### config.mk
export PLATFORM = sky130hd
export DESIGN_NAME = id_stage_pipe
export DESIGN_NICKNAME = d
export VERILOG_FILES = /design/src/rtl/id_pkg.sv /design/src/rtl/id_regfile_bypass.sv /design/src/rtl/id_stage_pipe.sv
export SDC_FILE = /design/constraint.sdc
export NUM_CORES = 2
export LEC_CHECK = 0
export CORE_ASPECT_RATIO = 1.75
export CORE_MARGIN = 2
export CORE_UTILIZATION = 60
export DETAILED_ROUTE_END_ITERATION = 12
export GPL_TIMING_DRIVEN = 0
export PLACE_DENSITY = 0.76
export SYNTH_ARGS = -nofsm -noshare
export SYNTH_HDL_FRONTEND = slang
export SYNTH_SLANG_ARGS = --single-unit
### constraint.sdc
create_clock -name i_clk -period 5.7 [get_ports i_clk]
set_input_delay 1.14 -clock i_clk [delete_from_list [all_inputs] [get_ports i_clk]]
set_output_delay 1.14 -clock i_clk [all_outputs]
set_load 0.02 [all_outputs]
### src/rtl/id_pkg.sv
// Shared opcode encodings, instruction field positions and the control decode
// used by the instruction-decode stage.
package id_pkg;

    localparam logic [5:0] OP_RTYPE = 6'h00;
    localparam logic [5:0] OP_BEQ   = 6'h04;
    localparam logic [5:0] OP_BNE   = 6'h05;
    localparam logic [5:0] OP_ADDI  = 6'h08;
    localparam logic [5:0] OP_ADDIU = 6'h09;
    localparam logic [5:0] OP_SLTI  = 6'h0A;
    localparam logic [5:0] OP_SLTIU = 6'h0B;
    localparam logic [5:0] OP_ANDI  = 6'h0C;
    localparam logic [5:0] OP_ORI   = 6'h0D;
    localparam logic [5:0] OP_XORI  = 6'h0E;
    localparam logic [5:0] OP_LUI   = 6'h0F;
    localparam logic [5:0] OP_LW    = 6'h23;
    localparam logic [5:0] OP_SW    = 6'h2B;

    localparam int OPCODE_MSB = 31;
    localparam int OPCODE_LSB = 26;
    localparam int RS_MSB     = 25;
    localparam int RS_LSB     = 21;
    localparam int RT_MSB     = 20;
    localparam int RT_LSB     = 16;
    localparam int RD_MSB     = 15;
    localparam int RD_LSB     = 11;
    localparam int IMM_MSB    = 15;
    localparam int IMM_LSB    = 0;
    localparam int FUNCT_MSB  = 5;
    localparam int FUNCT_LSB  = 0;

    typedef enum logic [1:0] {DEST_NONE, DEST_RD, DEST_RT} dest_sel_e;
    typedef enum logic [1:0] {IMM_SIGN, IMM_ZERO, IMM_UPPER} imm_kind_e;

    typedef struct packed {
        logic      reg_write;
        logic      mem_read;
        logic      mem_write;
        logic      alu_src;
        logic      branch;
        dest_sel_e dest_sel;
    } ctrl_t;

    function automatic ctrl_t decode_ctrl(input logic [5:0] opcode);
        ctrl_t c;
        c = '{default: '0, dest_sel: DEST_NONE};
        case (opcode)
            OP_RTYPE: begin
                c.reg_write = 1'b1;
                c.dest_sel  = DEST_RD;
            end
            OP_LW: begin
                c.reg_write = 1'b1;
                c.mem_read  = 1'b1;
                c.alu_src   = 1'b1;
                c.dest_sel  = DEST_RT;
            end
            OP_SW: begin
                c.mem_write = 1'b1;
                c.alu_src   = 1'b1;
            end
            OP_BEQ, OP_BNE: c.branch = 1'b1;
            OP_ADDI, OP_ADDIU, OP_SLTI, OP_SLTIU,
            OP_ANDI, OP_ORI, OP_XORI, OP_LUI: begin
                c.reg_write = 1'b1;
                c.alu_src   = 1'b1;
                c.dest_sel  = DEST_RT;
            end
            default: c = '{default: '0, dest_sel: DEST_NONE};
        endcase
        return c;
    endfunction

    function automatic imm_kind_e imm_kind(input logic [5:0] opcode);
        case (opcode)
            OP_ANDI, OP_ORI, OP_XORI: return IMM_ZERO;
            OP_LUI:                   return IMM_UPPER;
            default:                  return IMM_SIGN;
        endcase
    endfunction

endpackage

### src/rtl/id_regfile_bypass.sv
// Register file with write-through bypass on both decode read ports and an
// unbypassed debug read of the stored contents.
module id_regfile_bypass
    import id_pkg::*;
#(
    parameter int NB_DATA = 32,
    parameter int NB_REG  = 5,
    parameter int N_REGS  = 32
) (
    input  logic               i_clk,
    input  logic               i_rst_n,
    input  logic               i_wb_en,
    input  logic [NB_REG-1:0]  i_wb_addr,
    input  logic [NB_DATA-1:0] i_wb_data,
    input  logic [NB_REG-1:0]  i_rd_addr [2],
    output logic [NB_DATA-1:0] o_rd_data [2],
    input  logic [NB_REG-1:0]  i_dbg_addr,
    output logic [NB_DATA-1:0] o_dbg_data
);

    logic [NB_DATA-1:0] regs_reg [N_REGS];
    logic               wr_en;

    // Entry 0 is never written, so it stays at its reset value of zero.
    assign wr_en = i_wb_en && (i_wb_addr != '0) && (int'(i_wb_addr) < N_REGS);

    always_ff @(posedge i_clk or negedge i_rst_n) begin
        if (!i_rst_n) begin
            for (int i = 0; i < N_REGS; i++) begin
                regs_reg[i] <= '0;
            end
        end else if (wr_en) begin
            regs_reg[i_wb_addr] <= i_wb_data;
        end
    end

    genvar gi;
    generate
        for (gi = 0; gi < 2; gi++) begin : g_rd_port
            logic [NB_REG-1:0] addr;
            assign addr = i_rd_addr[gi];
            assign o_rd_data[gi] =
                ((addr == '0) || (int'(addr) >= N_REGS)) ? '0 :
                (i_wb_en && (i_wb_addr == addr))         ? i_wb_data :
                                                           regs_reg[addr];
        end
    endgenerate

    assign o_dbg_data = ((i_dbg_addr == '0) || (int'(i_dbg_addr) >= N_REGS)) ? '0
                                                                              : regs_reg[i_dbg_addr];

endmodule

### src/rtl/id_stage_pipe.sv
// Instruction decode stage: operand read, immediate/control decode, load-use
// hazard detection and the ID/EX pipeline register.
module id_stage_pipe
    import id_pkg::*;
#(
    parameter int NB_DATA = 32,
    parameter int NB_INST = 32,
    parameter int NB_ADDR = 32,
    parameter int NB_REG  = 5,
    parameter int N_REGS  = 32
) (
    input  logic               i_clk,
    input  logic               i_rst_n,
    input  logic               i_valid,
    input  logic [NB_ADDR-1:0] i_pc,
    input  logic [NB_INST-1:0] i_instruction,
    input  logic               i_wb_en,
    input  logic [NB_REG-1:0]  i_wb_addr,
    input  logic [NB_DATA-1:0] i_wb_data,
    input  logic               i_ex_mem_read,
    input  logic [NB_REG-1:0]  i_ex_rt,
    input  logic               i_flush,
    input  logic [NB_REG-1:0]  i_address_read_debug,
    output logic [NB_DATA-1:0] o_data_read_debug,
    output logic               o_stall,
    output logic               o_valid,
    output logic [NB_ADDR-1:0] o_pc,
    output logic [NB_DATA-1:0] o_data_1,
    output logic [NB_DATA-1:0] o_data_2,
    output logic [NB_DATA-1:0] o_imm,
    output logic [NB_REG-1:0]  o_rs,
    output logic [NB_REG-1:0]  o_rt,
    output logic [NB_REG-1:0]  o_dest,
    output logic [5:0]         o_funct,
    output logic [5:0]         o_opcode,
    output logic               o_reg_write,
    output logic               o_mem_read,
    output logic               o_mem_write,
    output logic               o_alu_src,
    output logic               o_branch,
    output logic [15:0]        o_stall_count
);

    logic [5:0]         opcode;
    logic [5:0]         funct;
    logic [NB_REG-1:0]  rs;
    logic [NB_REG-1:0]  rt;
    logic [NB_REG-1:0]  rd;
    logic [15:0]        imm16;
    logic [NB_REG-1:0]  rd_addr [2];
    logic [NB_DATA-1:0] rd_data [2];
    ctrl_t              ctrl;
    logic [NB_DATA-1:0] imm_ext;
    logic [NB_REG-1:0]  dest;
    logic               stall;
    logic               load_bubble;

    assign opcode = i_instruction[OPCODE_MSB:OPCODE_LSB];
    assign funct  = i_instruction[FUNCT_MSB:FUNCT_LSB];
    assign rs     = NB_REG'(i_instruction[RS_MSB:RS_LSB]);
    assign rt     = NB_REG'(i_instruction[RT_MSB:RT_LSB]);
    assign rd     = NB_REG'(i_instruction[RD_MSB:RD_LSB]);
    assign imm16  = i_instruction[IMM_MSB:IMM_LSB];

    assign rd_addr[0] = rs;
    assign rd_addr[1] = rt;

    id_regfile_bypass #(
        .NB_DATA (NB_DATA),
        .NB_REG  (NB_REG),
        .N_REGS  (N_REGS)
    ) u_regfile (
        .i_clk      (i_clk),
        .i_rst_n    (i_rst_n),
        .i_wb_en    (i_wb_en),
        .i_wb_addr  (i_wb_addr),
        .i_wb_data  (i_wb_data),
        .i_rd_addr  (rd_addr),
        .o_rd_data  (rd_data),
        .i_dbg_addr (i_address_read_debug),
        .o_dbg_data (o_data_read_debug)
    );

    assign ctrl = decode_ctrl(opcode);

    always_comb begin
        imm_ext = NB_DATA'($signed(imm16));
        case (imm_kind(opcode))
            IMM_ZERO:  imm_ext = NB_DATA'(imm16);
            IMM_UPPER: imm_ext = NB_DATA'({imm16, 16'h0000});
            default:   imm_ext = NB_DATA'($signed(imm16));
        endcase
    end

    always_comb begin
        dest = '0;
        case (ctrl.dest_sel)
            DEST_RD: dest = rd;
            DEST_RT: dest = rt;
            default: dest = '0;
        endcase
    end

    // A flush squashes the instruction anyway, so it never needs to hold IF/ID.
    assign stall = i_valid && i_ex_mem_read && !i_flush && (i_ex_rt != '0) &&
                   ((i_ex_rt == rs) || (i_ex_rt == rt));
    assign o_stall     = stall;
    assign load_bubble = i_flush || stall || !i_valid;

    always_ff @(posedge i_clk or negedge i_rst_n) begin
        if (!i_rst_n) begin
            o_valid       <= 1'b0;
            o_pc          <= '0;
            o_data_1      <= '0;
            o_data_2      <= '0;
            o_imm         <= '0;
            o_rs          <= '0;
            o_rt          <= '0;
            o_dest        <= '0;
            o_funct       <= '0;
            o_opcode      <= '0;
            o_reg_write   <= 1'b0;
            o_mem_read    <= 1'b0;
            o_mem_write   <= 1'b0;
            o_alu_src     <= 1'b0;
            o_branch      <= 1'b0;
            o_stall_count <= '0;
        end else begin
            if (load_bubble) begin
                o_valid     <= 1'b0;
                o_pc        <= '0;
                o_data_1    <= '0;
                o_data_2    <= '0;
                o_imm       <= '0;
                o_rs        <= '0;
                o_rt        <= '0;
                o_dest      <= '0;
                o_funct     <= '0;
                o_opcode    <= '0;
                o_reg_write <= 1'b0;
                o_mem_read  <= 1'b0;
                o_mem_write <= 1'b0;
                o_alu_src   <= 1'b0;
                o_branch    <= 1'b0;
            end else begin
                o_valid     <= 1'b1;
                o_pc        <= i_pc;
                o_data_1    <= rd_data[0];
                o_data_2    <= rd_data[1];
                o_imm       <= imm_ext;
                o_rs        <= rs;
                o_rt        <= rt;
                o_dest      <= dest;
                o_funct     <= funct;
                o_opcode    <= opcode;
                o_reg_write <= ctrl.reg_write;
                o_mem_read  <= ctrl.mem_read;
                o_mem_write <= ctrl.mem_write;
                o_alu_src   <= ctrl.alu_src;
                o_branch    <= ctrl.branch;
            end
            if (stall && (o_stall_count != 16'hFFFF)) begin
                o_stall_count <= o_stall_count + 16'd1;
            end
        end
    end

endmodule

**Yosys cells after proc, flatten, opt, wreduce, memory -nomap -nowiden**

Cells that the tools add are included.
W data, S select, Z words.

- Add/sub/neg operators: 1
- $lt $le $gt $ge: 5
- Equal/unequal tests: 21
- Multiplexer cells: 41
- Bitwise operators: 4
- Reductions and logical operators: 25

Operators with widths:

| operator | count |
|---|---|
| $bwmux W1024 | 1 |
| $mux W32 | 16 |
| $bmux W32 S5 | 3 |
| $demux W32 S5 | 1 |
| $pmux W32 S2 | 1 |
| $eq A6 B4 Y1 const B | 8 |
| $ge A6 B6 Y1 const B | 4 |
| $not A5 Y6 | 4 |
| $eq A5 B5 Y1 | 4 |
| $reduce_or A10 Y1 | 2 |
| $add A16 B1 Y16 const B | 1 |
| $ne A16 B16 Y1 const B | 1 |
| $logic_not A5 Y1 | 3 |
| $mux W5 | 3 |
| $eq A6 B3 Y1 const B | 2 |
| $eq A6 B6 Y1 const B | 2 |
| $mux W6 | 2 |
| $mux W1 | 11 |
| $pmux W5 S2 | 1 |
| $reduce_bool A5 Y1 | 2 |
| $logic_and A1 B1 Y1 | 9 |
| $reduce_or A9 Y1 | 1 |
| $pmux W2 S2 | 2 |
| $logic_not A6 Y1 | 1 |
| other kinds (7) | 12 |

- Bits in registers: 1201
- Input port bits: 117
- Output and inout port bits: 210
- Logic and storage cells: 145

**Depth between registers and ports, before layout**

- Depth in word-level cells: 7
- Gate-level depth with buffers: 12
- Mapped depth without buffers: 8

**Cells and area by module**

Synthesis repeated with hierarchy kept, for this count alone.

- Cell total of the unflattened synthesis: 5038
- Area, all modules: 69760.7 um2

By module, submodules not included:

| module | times used | cells each | area an instance (um2) | sequential area each (um2) |
|---|---|---|---|---|
| id_regfile_bypass | 1 | 4554 | 63408.3 | 25624.6 |
| id_stage_pipe | 1 | 484 | 6352.3 | 4429.2 |

**Worst setup path before layout**

Ideal clock, no wire load.

- Kind: in2out
- Start: input port i_address_read_debug[0]
- End: output port o_data_read_debug[10]
- Data arrival time: 3.130 ns
- Required time: 4.560 ns
- Setup slack: 1.430 ns
- Stages: 7
- Path buffers: 3
- Path through: clkbuf_1 -> buf_2 -> buf_2 -> mux4_2 -> mux4_2 -> nand2_1 -> o21ai_0

- Cells in the longest elaborated chain, start to end: 5
- Elaborated cells on any way between the ends: 6
- Classes of those cells: mux (4); bitwise (1); reduce/logical (1)

RTL lines:

| element | line | text |
|---|---|---|
| start: declaration | id_stage_pipe.sv:23 | `input logic [NB_REG-1:0] i_address_read_debug,` |
| $not A5 Y6 (implied by the code) | id_regfile_bypass.sv:50 | `: regs_reg[i_dbg_addr];` |
| $bmux W32 S5 | id_regfile_bypass.sv:50 |  |
| $mux W32 (implied by the code) (2 in series) | id_regfile_bypass.sv:50 |  |
| $mux W32 * | id_regfile_bypass.sv:49 | `assign o_dbg_data = ((i_dbg_addr == '0) \|\| (int'(i_dbg_addr) >= N_REGS)) ? '0` |
| end: declaration | id_stage_pipe.sv:24 | `output logic [NB_DATA-1:0] o_data_read_debug,` |

Mark *: on every way between the ends. The rest lies on a longest branch, timed or not. The select of a mux whose other input is x is not followed.

**Final worst setup path**

- Start: input port i_address_read_debug[1]
- End: output port o_data_read_debug[21]

Same word-level chain as after synthesis.

==> results.ini <==
[synth]
synthDistinctLibCells=54
ys.flop_type=dfrtp_1
ys_warn_count=0
netlist_area_um2=68800
syn_inst=4884
ys_top_cells_by_area=dfrtp_1, mux4_2, mux2_2
syn_nets=5006
yosysSeqAreaShare_pct=43.7
synth_top_cells_by_count=dfrtp_1, mux2_2, mux4_2
synth.most_common_cell=dfrtp_1
syn_area_per_cell_um2=14.1
synthArstFlopShare_pct=100
synth_edf_count=0
ys_ff_latch=1201
synth.largest_area_cell=dfrtp_1
synth_top_area_share_pct=43.7

[cts]
cts.sinks=1201
root_buffer=clkbuf_16
insertion_delay_ps=820
clk_pin_slew_ps=70
htree_num_levels=3
cts_buffer_depth=3
cts_setup_buffers=0
cts_tree=built
cts_made_buffers=110
hold_buffers=0

[layout]
drive_gt1_share_pct=38.8
fillers=8212
multi_input_area_um2=36300
largest_reg_flops=1024
fin_nets=5442
fin_cells=6925
synthToLayoutAreaGrowth_pct=13.7
seqCellArea_um2=30100

[timing]
skew_ps=36.1
worst_pin_slew_ps=1710
relSlewSlack_pct=-14.3
maxSlewViolCount=297
setup_viol=20
tns_ps=-1940
fmax_mhz=170
finalCriticalPeriod_ps=5870
fin_ws_ps=-174
fin_crit_sh_pct=103
grt_setup_unrepaired=true
hold_violations=0

[grt]
grt_use_met1_pct=55.5
grt_first_pass_wirelength_um=423000
globalRouteOverflowTotal=0
grt_pass1_vias=55300
antenna_found_initial=32
met3_usage_pct=25.1
top_usage_layer=met2
track_usage_pct=52.9
globalRouteMet2Util_pct=76.1
grt_max_degree=190

[setup_path]
worst-r2r-setup-slack_ps=3050
crit_buf_inv=5
critical_path.max_fanout=10
crit_family=buffers and inverters
cp_slowest_stage_delay_ps=740
r2r-end=o_data_1[2]
cp-start-kind=primary input
critPathSlowestCell=clkdlybuf4s50_1
cp-end-kind=output port
cp_data_arrival_time_ps=4730
crit_chain=clkbuf_1 -> clkbuf_2 -> clkbuf_2 -> mux4_2 -> mux4_2 -> inv_1 -> o21ai_1 -> clkdlybuf4s50_1
path_class=in -> out
reg2regPathDepth=5
critPathCapture=o_data_read_debug[21]
reg2reg_from=u_regfile.regs_reg[866]
critPathLaunch=i_address_read_debug[1]
path_depth=8
crit_required_ps=4560

[placed_design]
port_buffers=312
hpwl_um=208000
gp_congestion=1.08
dp.cells=6700

[power]
max-vdd-ir-drop_mv=0.291
sw_frac_of_total_pct=31.3
p_int_mw=18.1
pwr-share-clk_pct=31.4
power_frac_comb_pct=25.2
p_leak_nw=33.5
p_switching_mw=8.22
pwr-share-seq_pct=43.5
power_density_nw_per_um2=336

[drt]
post_drt_wl_per_cell_um=44.3
postRouteWirelength_um=307000
drcViolationCount=0
routed_via_density=7.96
first_pass_iters=9
num_vias=55100
ant_nets=0
drt_iter0_drc=8486

[die]
start_util_pct=60.4
boundaryPins=327
die-area_um2=118000
die_y_um=452
rows=164
coreArea_um2=114000
die_w_um=260

[outcome]
violations=capacitance limit, slew limit, setup timing
outcome=complete, but fails checks

[run]
maxCapViolCount=27

[worst_hold_path]
hold_path_class=in -> async

[kinds of logic after synthesis]
group | Yosys count | synth area share, %
mux | 2081 | 43.8
flops | 1201 | 43.7
buf+inv | 592 | 3.64
compound gates | 509 | 5.01
simple gates | 463 | 3.36
xor+xnor | 33 | 0.420
fa+ha+maj | 5 | 0.0909
[routing by layer]
metal | wire length (µm) | vias up | share of wire (%)
li1 | - | 19800 | -
met1 | 89400 | 27800 | 29
met2 | 132000 | 5424 | 43
met3 | 44100 | 2144 | 14
met4 | 41100 | 26 | 13
met5 | 504 | - | 0.16
[stage by stage]
step	power, mW	worst slack [ps]	util (%)	area [µm²]	hold WS (ps)
global route	26.9	-30.4	68.7	78200	243
global placement	17.6	-50960	64.8	73800	483
floorplan	15.3	1430	-	68800	458
CTS	25.8	12.9	68.6	78100	246
detailed placement	17.8	-984	65.1	74100	491
finish	26.3	-174	68.7	78300	211
[layout by cell type (no fill, tap or decap), drive strengths merged, types with 3 or more instances in the layout]
| cell | Yosys | routed |
|---|---|---|
| nor2 | 94 | 94 |
| nand2 | 84 | 84 |
| mux4 | 643 | 643 |
| nand4b | 3 | 3 |
| nor3 | 12 | 12 |
| clkinv | 1 | 27 |
| dfrtp | 1201 | 1201 |
| nand2b | 6 | 6 |
| and3 | 4 | 4 |
| clkinvlp | 0 | 5 |
| inv | 38 | 38 |
| xnor2 | 22 | 22 |
| clkbuf | 310 | 480 |
| clkdlybuf4s50 | 0 | 311 |
| o22ai | 33 | 33 |
| and2 | 76 | 76 |
| mux2i | 410 | 410 |
| clkdlybuf4s15 | 0 | 4 |
| a22oi | 191 | 191 |
| ha | 5 | 5 |
| o21ai | 127 | 127 |
| xor2 | 11 | 11 |
| nand3b | 6 | 6 |
| nor4 | 6 | 6 |
| or3 | 3 | 3 |
| or2 | 3 | 3 |
| buf | 243 | 236 |
| nor2b | 11 | 11 |
| mux2 | 1028 | 1028 |
| nand3 | 135 | 135 |
| a21oi | 52 | 52 |
| a211oi | 33 | 33 |
| nor3b | 6 | 6 |
| a221oi | 62 | 62 |
| diode | 0 | 21 |
| bufinv | 0 | 16 |
| nand4 | 5 | 5 |
[layout make-up]
type,count,share of cell area (%)
clock inverter,47,0.871
tap,1494,2.39
inverter,39,0.193
timing repair buffer,324,4.36
antenna,21,0.0672
multi-input combinational,3091,46.4
buffer,553,3.20
clock buffer,155,4.13
sequential,1201,38.4
[worst min path at each step]
stage / start / end / slack [ps] / cells after the start
floorplan: u_regfile.regs_reg[1000] / u_regfile.regs_reg[1000] / 460 / 1
global placement: u_regfile.regs_reg[1000] / u_regfile.regs_reg[1000] / 480 / 1
detailed placement: u_regfile.regs_reg[1016] / u_regfile.regs_reg[1016] / 490 / 1
CTS: i_rst_n / u_regfile.regs_reg[455] / 250 / 1
global route: i_rst_n / u_regfile.regs_reg[455] / 240 / 1
finish: i_rst_n / u_regfile.regs_reg[455] / 210 / 1
[power by group through the flow]
stage	Sequential, mW	Combinational (mW)	Clock, mW
global placement	11.4	6.18	0
detailed placement	11.5	6.31	0
global route	11.6	6.78	8.53
floorplan	11.1	4.28	0
CTS	11.3	6.35	8.16
finish	11.4	6.62	8.25
[what timing repair did]
action | CTS | global route
endpoints found under the hold margin | 0 | 0
pin swaps | 0 | 0
resized for setup | 57 | 42
endpoints found under the setup margin | 32 | 26
Power figures use the tool's default switching activity.
